**config.mk**
```make
export PLATFORM = sky130hd
export DESIGN_NAME = pipelined_barrel_shifter
export DESIGN_NICKNAME = d
export VERILOG_FILES = /design/src/rtl/pipelined_barrel_shifter_pkg.sv /design/src/rtl/pipelined_barrel_shifter_shift_layer.sv /design/src/rtl/pipelined_barrel_shifter.sv
export SDC_FILE = /design/constraint.sdc
export NUM_CORES = 1
export LEC_CHECK = 0
export CORE_MARGIN = 5
export CORE_UTILIZATION = 30
export DETAILED_ROUTE_END_ITERATION = 8
export PLACE_DENSITY = 0.45
export SLEW_MARGIN = 10
export SYNTH_ARGS = -nofsm -noshare
export SYNTH_HDL_FRONTEND = slang
export SYNTH_SLANG_ARGS = --single-unit
```
**constraint.sdc**
```tcl
create_clock -name i_clk -period 5.8 [get_ports i_clk]
set_input_delay 1.74 -clock i_clk [delete_from_list [all_inputs] [get_ports i_clk]]
set_output_delay 1.74 -clock i_clk [all_outputs]
set_load 0.005 [all_outputs]
```
**src/rtl/pipelined_barrel_shifter_pkg.sv**
```systemverilog
// Shared operation encodings and stage-count helper for pipelined_barrel_shifter.
package shifter_pkg;

    localparam logic [2:0] OP_PASS = 3'b000;
    localparam logic [2:0] OP_SLL  = 3'b001;
    localparam logic [2:0] OP_SRL  = 3'b010;
    localparam logic [2:0] OP_SRA  = 3'b011;
    localparam logic [2:0] OP_ROL  = 3'b100;
    localparam logic [2:0] OP_ROR  = 3'b101;

    function automatic int unsigned num_stages(input int unsigned word_size,
                                               input int unsigned layers_per_stage);
        return ($clog2(word_size) + layers_per_stage - 1) / layers_per_stage;
    endfunction

endpackage

```
**src/rtl/pipelined_barrel_shifter_shift_layer.sv**
```systemverilog
// One log-shifter layer: shifts or rotates by the fixed distance DIST when enabled.
module shift_layer
    import shifter_pkg::*;
#(
    parameter int unsigned WORD_SIZE = 32,
    parameter int unsigned DIST      = 1
) (
    input  logic [WORD_SIZE-1:0] i_data,
    input  logic [2:0]           i_op,
    input  logic                 i_en,
    output logic [WORD_SIZE-1:0] o_data
);

    always_comb begin
        o_data = i_data;
        if (i_en) begin
            case (i_op)
                OP_SLL:  o_data = i_data << DIST;
                OP_SRL:  o_data = i_data >> DIST;
                OP_SRA:  o_data = $signed(i_data) >>> DIST;
                OP_ROL:  o_data = {i_data[WORD_SIZE-1-DIST:0], i_data[WORD_SIZE-1:WORD_SIZE-DIST]};
                OP_ROR:  o_data = {i_data[DIST-1:0], i_data[WORD_SIZE-1:DIST]};
                default: o_data = i_data;
            endcase
        end
    end

endmodule

```
**src/rtl/pipelined_barrel_shifter.sv**
```systemverilog
// Pipelined log shifter/rotator with valid/ready handshake and passthrough tag.
// Optional result flags (o_zero, o_shifted_out) under PIPELINED_BARREL_SHIFTER_FLAGS_EN.
module pipelined_barrel_shifter
    import shifter_pkg::*;
#(
    parameter int unsigned WORD_SIZE        = 32,
    parameter int unsigned LAYERS_PER_STAGE = 2,
    parameter int unsigned TAG_W            = 5
) (
    input  logic                         i_clk,
    input  logic                         i_rst,
    input  logic                         i_valid,
    output logic                         o_ready,
    input  logic [WORD_SIZE-1:0]         i_src,
    input  logic [2:0]                   i_op,
    input  logic [$clog2(WORD_SIZE)-1:0] i_shamt,
    input  logic [TAG_W-1:0]             i_tag,
    output logic                         o_valid,
    input  logic                         i_ready,
    output logic [WORD_SIZE-1:0]         o_result,
    output logic [TAG_W-1:0]             o_tag
`ifdef PIPELINED_BARREL_SHIFTER_FLAGS_EN
    ,
    output logic                         o_zero,
    output logic                         o_shifted_out
`endif
);

    localparam int unsigned L  = $clog2(WORD_SIZE);
    localparam int unsigned NS = num_stages(WORD_SIZE, LAYERS_PER_STAGE);

    logic [NS-1:0]        r_valid;
    logic [WORD_SIZE-1:0] r_data  [NS];
    logic [2:0]           r_op    [NS];
    logic [L-1:0]         r_shamt [NS];
    logic [TAG_W-1:0]     r_tag   [NS];

    logic [NS-1:0]        w_en;
    logic [NS-1:0]        w_v_in;
    logic [WORD_SIZE-1:0] w_d_in     [NS];
    logic [2:0]           w_op_in    [NS];
    logic [L-1:0]         w_sh_in    [NS];
    logic [TAG_W-1:0]     w_tag_in   [NS];
    logic [WORD_SIZE-1:0] w_stage_out[NS];
    logic [WORD_SIZE-1:0] w_layer    [L];

    for (genvar k = 0; k < NS; k++) begin : g_stage
        localparam int unsigned LAST = ((k + 1) * LAYERS_PER_STAGE < L) ?
                                       (k + 1) * LAYERS_PER_STAGE - 1 : L - 1;
        // A stage can load unless it and every stage after it are full and the sink stalls.
        assign w_en[k]        = i_ready | ~(&r_valid[NS-1:k]);
        assign w_stage_out[k] = w_layer[LAST];
        if (k == 0) begin : g_head
            assign w_v_in[k]   = i_valid;
            assign w_d_in[k]   = i_src;
            assign w_op_in[k]  = i_op;
            assign w_sh_in[k]  = i_shamt;
            assign w_tag_in[k] = i_tag;
        end else begin : g_fwd
            assign w_v_in[k]   = r_valid[k-1];
            assign w_d_in[k]   = r_data[k-1];
            assign w_op_in[k]  = r_op[k-1];
            assign w_sh_in[k]  = r_shamt[k-1];
            assign w_tag_in[k] = r_tag[k-1];
        end
    end

    for (genvar i = 0; i < L; i++) begin : g_layer
        localparam int unsigned STG = i / LAYERS_PER_STAGE;
        logic [WORD_SIZE-1:0] w_in;
        if (i % LAYERS_PER_STAGE == 0) begin : g_first
            assign w_in = w_d_in[STG];
        end else begin : g_chain
            assign w_in = w_layer[i-1];
        end
        shift_layer #(
            .WORD_SIZE (WORD_SIZE),
            .DIST      (2 ** i)
        ) u_layer (
            .i_data (w_in),
            .i_op   (w_op_in[STG]),
            .i_en   (w_sh_in[STG][i]),
            .o_data (w_layer[i])
        );
    end

    always_ff @(posedge i_clk or posedge i_rst) begin
        if (i_rst) begin
            r_valid <= '0;
            for (int k = 0; k < NS; k++) begin
                r_data[k]  <= '0;
                r_op[k]    <= '0;
                r_shamt[k] <= '0;
                r_tag[k]   <= '0;
            end
        end else begin
            for (int k = 0; k < NS; k++) begin
                if (w_en[k]) begin
                    r_valid[k] <= w_v_in[k];
                    r_data[k]  <= w_stage_out[k];
                    r_op[k]    <= w_op_in[k];
                    r_shamt[k] <= w_sh_in[k];
                    r_tag[k]   <= w_tag_in[k];
                end
            end
        end
    end

    assign o_ready  = w_en[0];
    assign o_valid  = r_valid[NS-1];
    assign o_result = r_data[NS-1];
    assign o_tag    = r_tag[NS-1];

`ifdef PIPELINED_BARREL_SHIFTER_FLAGS_EN
    logic          w_so_calc;
    logic [L:0]    w_lidx;
    logic [NS-1:0] r_so;
    logic          r_zero;

    // The shifted-out bit is taken from the original operand and carried down the pipe.
    always_comb begin
        w_so_calc = 1'b0;
        w_lidx    = (L + 1)'(WORD_SIZE) - {1'b0, i_shamt};
        if (i_shamt != '0) begin
            case (i_op)
                OP_SLL:         w_so_calc = i_src[w_lidx[L-1:0]];
                OP_SRL, OP_SRA: w_so_calc = i_src[i_shamt - 1'b1];
                default:        w_so_calc = 1'b0;
            endcase
        end
    end

    always_ff @(posedge i_clk or posedge i_rst) begin
        if (i_rst) begin
            r_so   <= '0;
            r_zero <= 1'b0;
        end else begin
            for (int k = 0; k < NS; k++) begin
                if (w_en[k]) begin
                    r_so[k] <= (k == 0) ? w_so_calc : r_so[(k == 0) ? 0 : k - 1];
                end
            end
            if (w_en[NS-1]) begin
                r_zero <= w_v_in[NS-1] & (w_stage_out[NS-1] == '0);
            end
        end
    end

    assign o_zero        = r_zero;
    assign o_shifted_out = r_so[NS-1];
`endif

endmodule

```
==> impl_metrics.json, run 1 <==
{
  "pin_count": 88,
  "port_buffers": 87,
  "syn-instance-count": 1207,
  "die_w_microns": 187.1,
  "cts_resized": 0,
  "hold_start": "r_tag[6]$_DFFE_PP0P_",
  "peakVddDrop_v": 0.0001664,
  "ys_warn_count": 0,
  "coreArea_sq_um": 30750,
  "power.internal_mw": 2.291,
  "p_per_area_nw_per_um2": 336.8,
  "synth.avg_cell_area_sq_um": 7.800,
  "r2r_end": "g_layer[4].w_in[17]$_DFFE_PP0P_",
  "vias": 9703,
  "cp-end-kind": "primary output",
  "finalCritPeriodShare_pct": 84.19,
  "worstHoldPathType": "reg2reg",
  "cts_tree": "built",
  "finalCriticalPeriod_ns": 4.883,
  "worstSetupPathType": "in2out",
  "htree_levels": 4,
  "hold_depth": 2,
  "antenna_cells": 0,
  "yosysSeqAreaShare_pct": 32.96,
  "drt-met1-wl_mm": 16.73,
  "multiInputGateArea_sq_um": 5640,
  "dr.max_layer_used": "met4",
  "relSlewSlack_pct": 20.95,
  "drv_slew": 0,
  "worst_skew_pair.late_latency_ns": 0.42,
  "synth-async-reset-ratio_pct": 100.0,
  "rows": 64,
  "via_per_inst": 6.004,
  "switchingPower_mw": 1.399,
  "synth.net_count": 1256,
  "ant_nets": 0,
  "synth_seq_cells": 124,
  "fin_setup_tns_ns": 0,
  "clock_skew_ns": 0.01483,
  "initial_utilization_pct": 30.62,
  "grt_pass1_vias": 9512,
  "r2r_slack_ns": 2.76,
  "cts_setup_buffers": 0,
  "hold_path_end": "r_tag[6]$_DFFE_PP0P_",
  "ff_latch_area_sq_um": 3103,
  "grt_use_total_pct": 20.30,
  "dieArea_sq_um": 35020,
  "placed_area_sq_um": 10370,
  "rsz0062_at_grt": "no",
  "drtIter0Drc": 764,
  "syn_area_sq_um": 9414,
  "status": "completed",
  "cts_buffers": 17,
  "reg2reg_depth": 6,
  "crit_fanout": 2,
  "route.met3.wl_mm": 1.718,
  "synth_edf_count": 0,
  "grt.overflow.total": 0,
  "clkSinkCount": 124,
  "hold_buffers": 0,
  "clockBufferDepth": 2,
  "dpl.hpwl_mm": 25.51,
  "cp-start-kind": "input port",
  "path_clk_slew_ns": 0.06,
  "cts-root-buf": "clkbuf_16",
  "grt_max_degree": 70,
  "worst_ep_required_time_ns": 4.06,
  "drt-total-wl_mm": 36.34,
  "firstDrtPassIters": 5,
  "max-cap-violations": 0,
  "clock.fmax_ghz": 0.2048,
  "worstReg2RegStart": "r_op[6]$_DFFE_PP0P_",
  "layout-drive-gt1-share_pct": 8.279,
  "synth_ff_type": "dfrtp_1",
  "hold_viol": 0,
  "wl_met2_mm": 16.85,
  "swShare_pct": 37.91,
  "nets": 1257,
  "antenna_found_initial": 0,
  "worst_slew_pin_slew_ns": 1.181,
  "grt_first_pass_wirelength_mm": 57.62,
  "ys_types": 71,
  "globalplace.congestion": 0.8611,
  "power.clock.fraction_pct": 29.3,
  "power.share.sequential_pct": 36.3,
  "final_area_sq_um": 10960,
  "syn2layout_area_growth_pct": 16.37,
  "worstPathArrival_ns": 3.14,
  "p_comb_share_pct": 34.4,
  "post_drt_wl_per_cell_microns": 22.49,
  "drc_errors": 0,
  "p_leak_nw": 4.135,
  "fillers": 3281,
  "setup_viol": 0,
  "die_y_microns": 187.1
}
how the worst max path moves through the flow:
| stage | cells after the start | from | endpoint | slack [ns] |
|---|---|---|---|---|
| after floorplan | 1 | i_rst | g_layer[2].w_in[0]$_DFFE_PP0P_ | 0.76 |
| after global placement | 5 | i_ready | o_ready | 0.86 |
| after detailed placement | 5 | i_ready | o_ready | 0.87 |
| after CTS | 5 | i_ready | o_ready | 0.86 |
| after global routing | 5 | i_ready | o_ready | 0.83 |
| final | 5 | i_ready | o_ready | 0.92 |
Yosys cell counts (all sizes together) (7+ instances only):
cell type	number	share of area, %
nor2b	26	1.7
o221a	10	1.2
o22a	9	0.84
a221oi	14	1.4
buf	58	3.6
dfrtp	124	33
mux2	12	1.4
mux2i	27	2.9
o221ai	26	2.4
o22ai	56	3.8
o2111ai	9	0.84
a31oi	13	0.86
nand2	123	4.9
a22oi	33	2.6
nand2b	32	2.1
nand3	9	0.48
o211ai	12	1.0
nor4	10	0.66
nor2	131	5.3
inv	12	0.48
a211oi	53	4.2
or3	7	0.52
nor3	25	1.3
nor3b	11	0.88
o31ai	24	1.9
a21oi	100	5.4
o21ai	96	5.1
clkbuf	77	3.1
metal layers:
metal  track usage [%]  up-vias
met2             32.71      344
met4             7.452        0
met3             2.520       55
li1                  -     4566
met1             28.01     4738
met5                 0        -
power groups by stage:
stage | Clock [mW] | Combinational (mW) | Sequential, mW
after floorplan | 0 | 0.803 | 1.26
after global placement | 0 | 1.27 | 1.35
after detailed placement | 0 | 1.27 | 1.35
after CTS | 1.10 | 1.27 | 1.34
after global routing | 1.14 | 1.39 | 1.37
final | 1.08 | 1.27 | 1.34
cells by family after synthesis:
logic type,Yosys count,synth area share [%]
AO/OA/AOI/OAI,501,35.91
XOR/XNOR,3,0.2792
adder cells (fa/ha/maj),1,0.1063
buffers and inverters,149,7.257
flip-flops,124,32.96
multiplexers,39,4.306
AND/OR/NAND/NOR,390,19.18
state kept, by name, summed over array words and instances, names as in the netlist:
| register | flops |
|---|---|
| g_layer.w_in | 64 |
| o_result | 32 |
| o_tag | 5 |
| r_op | 6 |
| r_shamt | 4 |
| r_tag | 10 |
| r_valid | 3 |
area by class of cell:
type / instances / share of cell area, %
clock inverters: 14 / 1.462
clock buffers: 17 / 3.883
repair buffers: 117 / 9.822
multi-input cells: 934 / 51.48
well taps: 396 / 4.523
flip-flops and latches: 124 / 28.32
inverters: 14 / 0.5025
metrics by stage:
step | setup WS, ns | util (%) | hold WS [ns] | total power [mW] | instances
floorplan | 0.7608 | - | 0.4258 | 2.060 | 1207
global placement | 0.8587 | 33.72 | 0.4355 | 2.615 | 1585
detailed placement | 0.8733 | 33.72 | 0.4507 | 2.621 | 1585
CTS | 0.8604 | 35.63 | 0.4691 | 3.713 | 1616
global route | 0.8296 | 35.63 | 0.4814 | 3.902 | 1616
finish | 0.9170 | 35.63 | 0.4640 | 3.690 | 1616
worst max-delay path, cell delays in order:
cell and delay (ns):
clkdlybuf4s50_1 0.51, nor2b_4 0.06, and3_1 0.20, inv_1 0.11, clkdlybuf4s50_1 0.52
layout by cell type, fill, tap and decap left out, types with 4 or more instances in the layout:
cell type / count
a211oi_1: 53
a21o_1: 4
a21oi_1: 99
a221o_1: 4
a221oi_1: 12
a22oi_1: 33
a31oi_1: 13
a32oi_1: 6
and2_1: 4
and3_1: 5
buf_2: 4
buf_4: 30
clkbuf_16: 17
clkdlybuf4s50_1: 83
dfrtp_1: 124
inv_1: 11
inv_6: 5
mux2_2: 12
mux2i_1: 27
nand2_1: 123
nand2b_1: 32
nand3_1: 9
nor2_1: 127
nor2b_1: 25
nor3_1: 25
nor3b_1: 11
nor4_1: 10
o2111ai_1: 9
o211ai_1: 11
o21ai_0: 90
o21ai_1: 6
o221a_2: 10
o221ai_1: 26
o22a_1: 9
o22ai_1: 55
o31ai_1: 24
o32ai_1: 6
or3_1: 6
No activity file was read; power rests on OpenSTA's default activity.
==> inputs of run 2 (changes only) <==
Settings changed: PLACE_DENSITY 0.45 to 0.47.
Clock period 5.8 ns to 4 ns, I/O delays scaled along.
==> impl_metrics.json, run 2 (synthesis results as in run 1) <==
{
  "status": "completed",
  "layout-drive-gt1-share_pct": 9.297,
  "antenna_cells": 0,
  "die_y_microns": 187.1,
  "vias": 9860,
  "clock.fmax_ghz": 0.2622,
  "nets": 1273,
  "worstReg2RegStart": "r_op[7]$_DFFE_PP0P_",
  "hold_start": "r_valid[0]$_DFFE_PP0P_",
  "cts_setup_buffers": 0,
  "drc_errors": 0,
  "switchingPower_mw": 2.052,
  "cpLargestDelayFamily": "buffers and inverters",
  "grt_use_total_pct": 20.53,
  "slowest_delay_ns": 0.52,
  "cts_resized": 0,
  "worstSetupPathType": "in2out",
  "peakVddDrop_v": 0.0002842,
  "finalCritPeriodShare_pct": 95.36,
  "cp_slowest_cell": "clkdlybuf4s50_1",
  "grt_pass1_vias": 9686,
  "drv_slew": 0,
  "clkSinkCount": 124,
  "cts-root-buf": "clkbuf_16",
  "port_buffers": 87,
  "worst_ep_required_time_ns": 2.80,
  "fin_setup_tns_ns": 0,
  "via_per_inst": 6.038,
  "worst_slew_pin_slew_ns": 1.136,
  "worstHoldPathType": "reg2reg",
  "cp-start-kind": "input port",
  "worst_skew_pair.late_latency_ns": 0.43,
  "cts_buffers": 17,
  "dieArea_sq_um": 35020,
  "drt-total-wl_mm": 36.53,
  "crit_chain": "clkdlybuf4s50_1 -> nor2b_4 -> and3_1 -> inv_1 -> clkdlybuf4s50_1",
  "grt_first_pass_wirelength_mm": 58.28,
  "startpoint": "i_ready",
  "dpl.hpwl_mm": 26.08,
  "final_common_cell": "nor2_1",
  "crit_buf_inv": 3,
  "post_drt_wl_per_cell_microns": 22.37,
  "drtIter0Drc": 942,
  "largest_reg_flops": 64,
  "htree_levels": 4,
  "globalplace.congestion": 0.9089,
  "dp.cells": 1601,
  "max-cap-violations": 0,
  "grt.overflow.total": 0,
  "antenna_found_initial": 0,
  "crit_fanout": 2,
  "cpMostUsedCell": "clkdlybuf4s50_1",
  "p_comb_share_pct": 34.2,
  "syn2layout_area_growth_pct": 18.18,
  "initial_utilization_pct": 30.62,
  "pin_count": 88,
  "worstPathArrival_ns": 2.61,
  "rsz0062_at_grt": "no",
  "power.share.sequential_pct": 35.7,
  "grt_max_degree": 67,
  "rows": 64,
  "final_cell_mix": "nor2_1, dfrtp_1, nand2_1",
  "hold_buffers": 0,
  "setup_viol": 0,
  "finalCriticalPeriod_ns": 3.815,
  "die_w_microns": 187.1,
  "clockBufferDepth": 2,
  "ant_nets": 0,
  "power.internal_mw": 3.414,
  "swShare_pct": 37.54,
  "firstDrtPassIters": 6,
  "power.clock.fraction_pct": 30.1,
  "p_per_area_nw_per_um2": 491.3,
  "cp-end-kind": "primary output",
  "relSlewSlack_pct": 24.01,
  "instances_no_fill": 1633,
  "clock_skew_ns": 0.009287,
  "coreArea_sq_um": 30750,
  "hold_viol": 0,
  "p_leak_nw": 4.232,
  "cts_tree": "built",
  "path_clk_slew_ns": 0.06
}
run 2: cell count changes in the layout (fill, tap and decap cells not counted), sizes merged:
| cell | delta |
|---|---|
| bufinv | +1 |
| buf | +16 |
| clkbuf | +1 |
| inv | -1 |
run 2: worst reg2reg max path, stage by stage (launching register included):
cell     delay, ns
dfrtp_1       0.86
and3b_1       0.28
nor2_1        0.59
buf_4         0.29
o22ai_1       0.09
a21oi_1       0.52
nand2_1       0.11
a31oi_1       0.19
run 2: final timing paths:
kind / cells after the start / end / slack, ns
setup / recovery: 5 / o_ready / 0.19
hold / removal: 1 / r_valid[1]$_DFFE_PP0P_ / 0.45
setup reg to reg: 7 / g_layer[4].w_in[15]$_DFFE_PP0P_ / 1.00
hold reg to reg: 1 / r_valid[1]$_DFFE_PP0P_ / 0.45
max in group asynchronous: 3 / o_result[16]$_DFFE_PP0P_ / 2.04
min in group asynchronous: 2 / o_tag[1]$_DFFE_PP0P_ / 1.22
run 2: layout make-up:
class                      count  area [sq um]
tap                          396         495.5
sequential                   124          3103
multi-input combinational    934          5635
clock inverter                14         185.2
fill                        3261         19620
clock buffer                  18         429.2
inverter                      14         56.30
timing repair buffer         133          1221
run 2: power by group through the flow:
stage               combinational [mW]  clock, mW  sequential [mW]
finish                            1.87       1.64             1.95
detailed placement                1.86          0             1.97
global placement                  1.85          0             1.96
global route                      2.05       1.73             1.99
floorplan                         1.16          0             1.82
CTS                               1.87       1.68             1.95
run 2: metrics by stage:
stage / hold slack (ns) / instance area [sq um] / utilization (%) / setup WS [ns] / total power, mW
after floorplan: 0.4258 / 9418 / - / 0.7152 / 2.987
after CTS: 0.4514 / 11130 / 36.18 / 0.1406 / 5.495
after global routing: 0.4830 / 11130 / 36.18 / 0.1160 / 5.778
after detailed placement: 0.4369 / 10510 / 34.18 / 0.1596 / 3.831
after global placement: 0.4313 / 10510 / 34.18 / 0.1398 / 3.814
final: 0.4530 / 11130 / 36.18 / 0.1854 / 5.466
run 2: per-layer routing:
layer	vias up	wire (microns)	global-route usage, %	part of all wire (%)
li1	4588	-	-	-
met1	4807	16410	28.25	45
met2	396	17040	33.23	47
met3	69	2096	3.117	5.7
met4	0	983	6.542	2.7
met5	-	0	0	0
